<file path="config.mk">
export PLATFORM = sky130hd
export DESIGN_NAME = ps2_cursor_ctrl
export DESIGN_NICKNAME = d
export VERILOG_FILES = /design/src/rtl/ps2_pkg.sv /design/src/rtl/ps2_cursor_ctrl_prefix_timeout.sv /design/src/rtl/ps2_cursor_ctrl.sv
export SDC_FILE = /design/constraint.sdc
export NUM_CORES = 1
export LEC_CHECK = 0
export CAP_MARGIN = 20
export CELL_PAD_IN_SITES_DETAIL_PLACEMENT = 1
export CELL_PAD_IN_SITES_GLOBAL_PLACEMENT = 1
export CORE_MARGIN = 2
export CORE_UTILIZATION = 40
export DETAILED_ROUTE_END_ITERATION = 10
export PLACE_DENSITY_LB_ADDON = 0.1
export SYNTH_ARGS = -nofsm -noshare
export SYNTH_HDL_FRONTEND = slang
export SYNTH_SLANG_ARGS = --single-unit
</file>
<file path="constraint.sdc">
create_clock -name CLK82MHZ -period 1.75 [get_ports CLK82MHZ]
set_clock_uncertainty 0.15 [all_clocks]
set_input_delay 0.175 -clock CLK82MHZ [delete_from_list [all_inputs] [get_ports CLK82MHZ]]
set_output_delay 0.175 -clock CLK82MHZ [all_outputs]
set_load 0.03 [all_outputs]
</file>
<file path="src/rtl/ps2_pkg.sv">
// ps2_pkg: definitions shared by the PS/2 cursor controller.
//  - Set-2 scan codes that the decoder acts on.
//  - 2-bit encoding of the prefix-decoder state.
package ps2_pkg;

    localparam logic [7:0] SC_BREAK = 8'hF0;
    localparam logic [7:0] SC_EXT   = 8'hE0;
    localparam logic [7:0] SC_ENTER = 8'h5A;
    localparam logic [7:0] SC_UP    = 8'h75;
    localparam logic [7:0] SC_DOWN  = 8'h72;
    localparam logic [7:0] SC_LEFT  = 8'h6B;
    localparam logic [7:0] SC_RIGHT = 8'h74;

    typedef enum logic [1:0] {
        ST_IDLE    = 2'd0,
        ST_BRK     = 2'd1,
        ST_EXT     = 2'd2,
        ST_EXT_BRK = 2'd3
    } ps2_state_e;

endpackage

</file>
<file path="src/rtl/ps2_cursor_ctrl_prefix_timeout.sv">
// prefix_timeout: cycle counter that bounds how long the decoder may sit in a
// prefix state.
//  clk, rst  clock and async active-high reset
//  clr       synchronous clear (has priority over en)
//  en        count one cycle
//  expired   high while the count equals TIMEOUT_CYC-1
module prefix_timeout #(
    parameter int TIMEOUT_CYC = 8200000
) (
    input  logic clk,
    input  logic rst,
    input  logic clr,
    input  logic en,
    output logic expired
);

    localparam int CW = (TIMEOUT_CYC > 2) ? $clog2(TIMEOUT_CYC) : 1;
    localparam logic [CW-1:0] LAST = CW'(TIMEOUT_CYC - 1);

    logic [CW-1:0] cnt;

    always_ff @(posedge clk or posedge rst) begin
        if (rst) begin
            cnt <= '0;
        end else if (clr) begin
            cnt <= '0;
        end else if (en && cnt != LAST) begin
            // Saturate so the counter can never wrap back into range.
            cnt <= cnt + 1'b1;
        end
    end

    assign expired = (cnt == LAST);

endmodule

</file>
<file path="src/rtl/ps2_cursor_ctrl.sv">
// ps2_cursor_ctrl: decodes PS/2 set-2 bytes into cursor moves over a
// GRID_W x GRID_H grid plus a one-cycle select pulse.
//  CLK82MHZ    system clock, rising edge
//  RESET       async active-high reset
//  scan_code   received byte, valid while scan_valid=1
//  scan_valid  one-cycle strobe per byte
//  coordx      cursor column 0..GRID_W-1 (registered)
//  coordy      cursor row 0..GRID_H-1 (registered)
//  enter       one-cycle select pulse (registered)
module ps2_cursor_ctrl
    import ps2_pkg::*;
#(
    parameter int GRID_W      = 6,
    parameter int GRID_H      = 4,
    parameter int TIMEOUT_CYC = 8200000
) (
    input  logic       CLK82MHZ,
    input  logic       RESET,
    input  logic [7:0] scan_code,
    input  logic       scan_valid,
    output logic [2:0] coordx,
    output logic [1:0] coordy,
    output logic       enter
);

    localparam logic [2:0] X_MAX = 3'(GRID_W - 1);
    localparam logic [1:0] Y_MAX = 2'(GRID_H - 1);

    ps2_state_e state;
    logic       tmo_expired;

    // The counter only runs while a prefix is pending; any byte restarts it.
    prefix_timeout #(
        .TIMEOUT_CYC(TIMEOUT_CYC)
    ) u_prefix_timeout (
        .clk    (CLK82MHZ),
        .rst    (RESET),
        .clr    (scan_valid || state == ST_IDLE),
        .en     (state != ST_IDLE),
        .expired(tmo_expired)
    );

    always_ff @(posedge CLK82MHZ or posedge RESET) begin
        if (RESET) begin
            state  <= ST_IDLE;
            coordx <= '0;
            coordy <= '0;
            enter  <= 1'b0;
        end else begin
            enter <= 1'b0;
            if (scan_valid) begin
                // A byte arriving on the expiry cycle is still decoded in
                // the current state, so this branch is checked first.
                unique case (state)
                    ST_IDLE: begin
                        if (scan_code == SC_BREAK)      state <= ST_BRK;
                        else if (scan_code == SC_EXT)   state <= ST_EXT;
                        else if (scan_code == SC_ENTER) enter <= 1'b1;
                    end
                    ST_BRK: state <= ST_IDLE;
                    ST_EXT: begin
                        state <= ST_IDLE;
                        unique case (scan_code)
                            SC_BREAK: state  <= ST_EXT_BRK;
                            SC_UP:    coordy <= (coordy == 2'd0)  ? Y_MAX : coordy - 2'd1;
                            SC_DOWN:  coordy <= (coordy == Y_MAX) ? 2'd0  : coordy + 2'd1;
                            SC_LEFT:  coordx <= (coordx == 3'd0)  ? X_MAX : coordx - 3'd1;
                            SC_RIGHT: coordx <= (coordx == X_MAX) ? 3'd0  : coordx + 3'd1;
                            SC_ENTER: enter  <= 1'b1;
                            default:  ;
                        endcase
                    end
                    ST_EXT_BRK: state <= ST_IDLE;
                    default:    state <= ST_IDLE;
                endcase
            end else if (state != ST_IDLE && tmo_expired) begin
                state <= ST_IDLE;
            end
        end
    end

endmodule

</file>
==> run_results.csv <==
group,metric,value,unit
timing,finalCriticalPeriod,2.058,ns
die,placementRows,25,
placement,gp_congestion,0.8891,
yosys,synth_cell_types,50,
yosys,ys_seq_elements,31,
drt,vias,1948,
cts,root_buffer,"clkbuf_8",
cells_and_area,multiInputGateArea,1275,um^2
power_and_ir_drop,seq_power_share,52.4,%
yosys,netlist_area,1926,um^2
timing,worst_slew_pin_slew,0.5312,ns
placement,io_buffers,16,
timing,rsz0062_at_grt,"true",
worst_setup_path,start_kind,"flip-flop",
timing,min_period_over_period,117.6,%
die,initial_core_util,41.04,%
cts,clk_pin_slew_worst_paths,0.07,ns
cells_and_area,layout_commonest_cell,"buf_4",
worst_setup_path,crit_chain,"or4_4 -> or4_4 -> o211ai_1 -> o21ai_1",
power_and_ir_drop,p_comb_share,6.7,%
power_and_ir_drop,clkPwrFrac,40.8,%
timing,setup_viol,11,
grt,grt_max_degree,32,
worst_setup_path,slowest_stage,"or4_4",
power_and_ir_drop,total_power,1.368,mW
worst_setup_path,cp.buffers_inverters,0,
yosys,syn_avg_cell_area,9.302,um^2
cells_and_area,mostFrequentLayoutCells,"buf_4 (48), dfrtp_1 (29), nand2_1 (15), nor2_1 (14), clkdlybuf4s50_1 (12)",
die,die_y,73.38,um
worst_setup_path,crit_fanout,3,
yosys,yosysTopAreaCell,"dfrtp_1",
yosys,yosysSeqAreaShare,40.29,%
worst_hold_path,min_path_type,"primary input to async pin",
worst_setup_path,cp_top_family,"simple AND/OR/NAND/NOR gates",
worst_setup_path,worstSetupPathType,"flip-flop to flip-flop",
drt,drtIter0Drc,56,
power_and_ir_drop,switching_share,23.89,%
grt,grt_pass1_vias,1994,
yosys,synth_top_area_share,40.29,%
timing,maxSlewViolCount,0,
grt,grt_util_all_layers,23.03,%
outcome,failed_checks,"negative setup slack",
cells_and_area,n_fill_cell,526,
placement,place_inst,315,
die,dieArea,5385,um^2
die,ios,17,
drt,wire_per_inst,18.34,um
drt,first_pass_iters,4,
die,core-area,4692,um^2
worst_setup_path,crit_required,1.76,ns
timing,relSlewSlack,64.35,%
worst_setup_path,arrival,2.07,ns
power_and_ir_drop,power_density,485.9,nW/um^2
job,maxCapViolations,0,
cells_and_area,seq_area,778.2,um^2
yosys,synth_area_leaders,"dfrtp_1 (40%), a21oi_1 (4.4%), nand4_1 (3.6%)",
timing,final_hold_viol_count,0,
grt,antenna_found_initial,0,
cts,tritoncts,"done",
cts,htreeDepth,2,
yosys,synth_enable_flop_cells,0,
grt,grt_overflow,0,
timing,timing.final.ws_setup,-0.3084,ns
cells_and_area,finalNonFillerCells,332,
cells_and_area,finish.utilization,60.00,%
drt,routed_wl,6090,um
cells_and_area,layout-drive-gt1-share,37.41,%
cts,cts_sinks,31,
cts,worstSkewPairLatency,0.29,ns
power_and_ir_drop,p_int,1.041,mW
power_and_ir_drop,p_leak,1.187,nW
cells_and_area,synthToLayoutAreaGrowth,46.20,%
yosys,ys_async_sr_fraction,100.0,%
grt,grt_pass1_wl,9535,um
placement,hpwl,4281,um
yosys,synth_ff_type,"dfrtp_1",
cts,cts_buffer_depth,2,
drt,viasPerCell,5.867,
timing,fmax,485.8,MHz
worst_setup_path,end_kind,"flip-flop",
power_and_ir_drop,p_switching,0.3268,mW
cells_and_area,final_nets,292,
placement,preCtsSetupSlack,-0.2691,ns
outcome,status,"finished, violations left",
timing,whs,0.1295,ns
worst_setup_path,cp_common_cell,"or4_4",
drt,final_antenna_net_count,0,
cts,cts_buffers,5,
power_and_ir_drop,ir_worst_vdd,371.7,uV
yosys,synth.net_count,222,
drt,drc,0,
cts,postCtsHoldBufs,0,
yosys,synthCells,207,
worst_setup_path,cpPeakStageDelay,0.55,ns
yosys,yosysWarnings,0,
cells_and_area,antenna_cells,0,
die,die-width,73.38,um
-- layer usage --
metal  global-route usage, %  vias up  share of wire, %
met3                   3.978       15               2.8
met1                   29.60      981                44
met4                   7.273        0               2.1
li1                        -      923                 -
met5                       0        -                 0
met2                   39.34       29                51
-- path summary, 6_finish.rpt --
check | start | endpoint | slack [ns] | depth (start not counted)
worst max-delay path | u_prefix_timeout.cnt[6]$_DFFE_PP0P_ | state[1]$_DFFE_PP0P_ | -0.31 | 4
worst min-delay path | RESET | u_prefix_timeout.cnt[15]$_DFFE_PP0P_ | 0.13 | 3
worst max register to register | u_prefix_timeout.cnt[6]$_DFFE_PP0P_ | state[1]$_DFFE_PP0P_ | -0.31 | 4
worst min register to register | u_prefix_timeout.cnt[21]$_DFFE_PP0P_ | u_prefix_timeout.cnt[21]$_DFFE_PP0P_ | 0.41 | 2
max in group asynchronous | RESET | u_prefix_timeout.cnt[3]$_DFFE_PP0P_ | 0.99 | 3
min in group CLK82MHZ | u_prefix_timeout.cnt[21]$_DFFE_PP0P_ | u_prefix_timeout.cnt[21]$_DFFE_PP0P_ | 0.41 | 2
-- state kept, by name, summed over array words and instances (netlist names) --
name and flops:
u_prefix_timeout.cnt 23, coordx 3, state 2, coordy 2, enter 1
-- metrics by stage --
step	area [um^2]	setup TNS, ns
detailed placement	2459	-2.993
global route	2815	-2.199
floorplan	1947	-0.5089
finish	2815	-1.228
CTS	2552	-1.870
global placement	2459	-2.193
-- what timing repair did --
action,in CTS,in global routing
gates resized for setup,4,47
pin swaps,4,17
setup endpoints to repair,16,25
setup buffers,1,9
endpoints found under the hold margin,0,0
-- power groups by stage --
stage | Sequential [mW] | Clock, mW | Combinational [mW]
floorplan | 0.731 | 0 | 0.0297
global placement | 0.731 | 0 | 0.0812
detailed placement | 0.731 | 0 | 0.0854
CTS | 0.717 | 0.572 | 0.0857
global route | 0.717 | 0.600 | 0.100
finish | 0.717 | 0.558 | 0.0923
-- worst min-delay path: stages --
cell and delay (ns):
clkdlybuf4s50_1 0.39, inv_1 0.05, buf_4 0.37
-- cell families (layout without fill, tap and decap cells) --
group	Yosys count	in the layout	share of synthesized area [%]
and+or+nand+nor	95	95	30.61
AOI/OAI and AO/OA	52	52	17.41
DFF	31	31	40.29
buffers and inverters	14	85	3.638
xor gates and xnor gates	8	8	3.639
adders and majority gates	4	4	2.599
muxes	3	3	1.819
-- cell usage after synthesis, types with 2 or more instances --
cell,number
nor4_1,2
and4_1,2
o31ai_1,6
inv_1,8
nor2b_1,2
nor3_1,2
or3_1,6
nand4b_1,2
or4_4,2
o21ai_0,13
dfrtp_1,31
xor2_1,7
a21oi_1,17
and4b_1,2
nor4bb_1,2
mux2i_1,2
buf_4,2
ha_1,4
a2111o_1,2
o22a_1,2
and2_1,3
and3_1,4
o211ai_1,2
or4_1,5
or2_2,3
nor2_1,14
nand2_1,17
nand4_1,11
nand3_1,10
buf_2,2
-- cell type report --
cell class / count / area share [%]
tap: 54 / 2.400
timing repair buffer: 69 / 20.71
clock inverter: 1 / 0.1778
clock buffer: 7 / 2.711
sequential: 31 / 27.64
multi-input combinational: 162 / 45.29
inverter: 8 / 1.067
No activity file was read; power rests on OpenSTA's default activity.
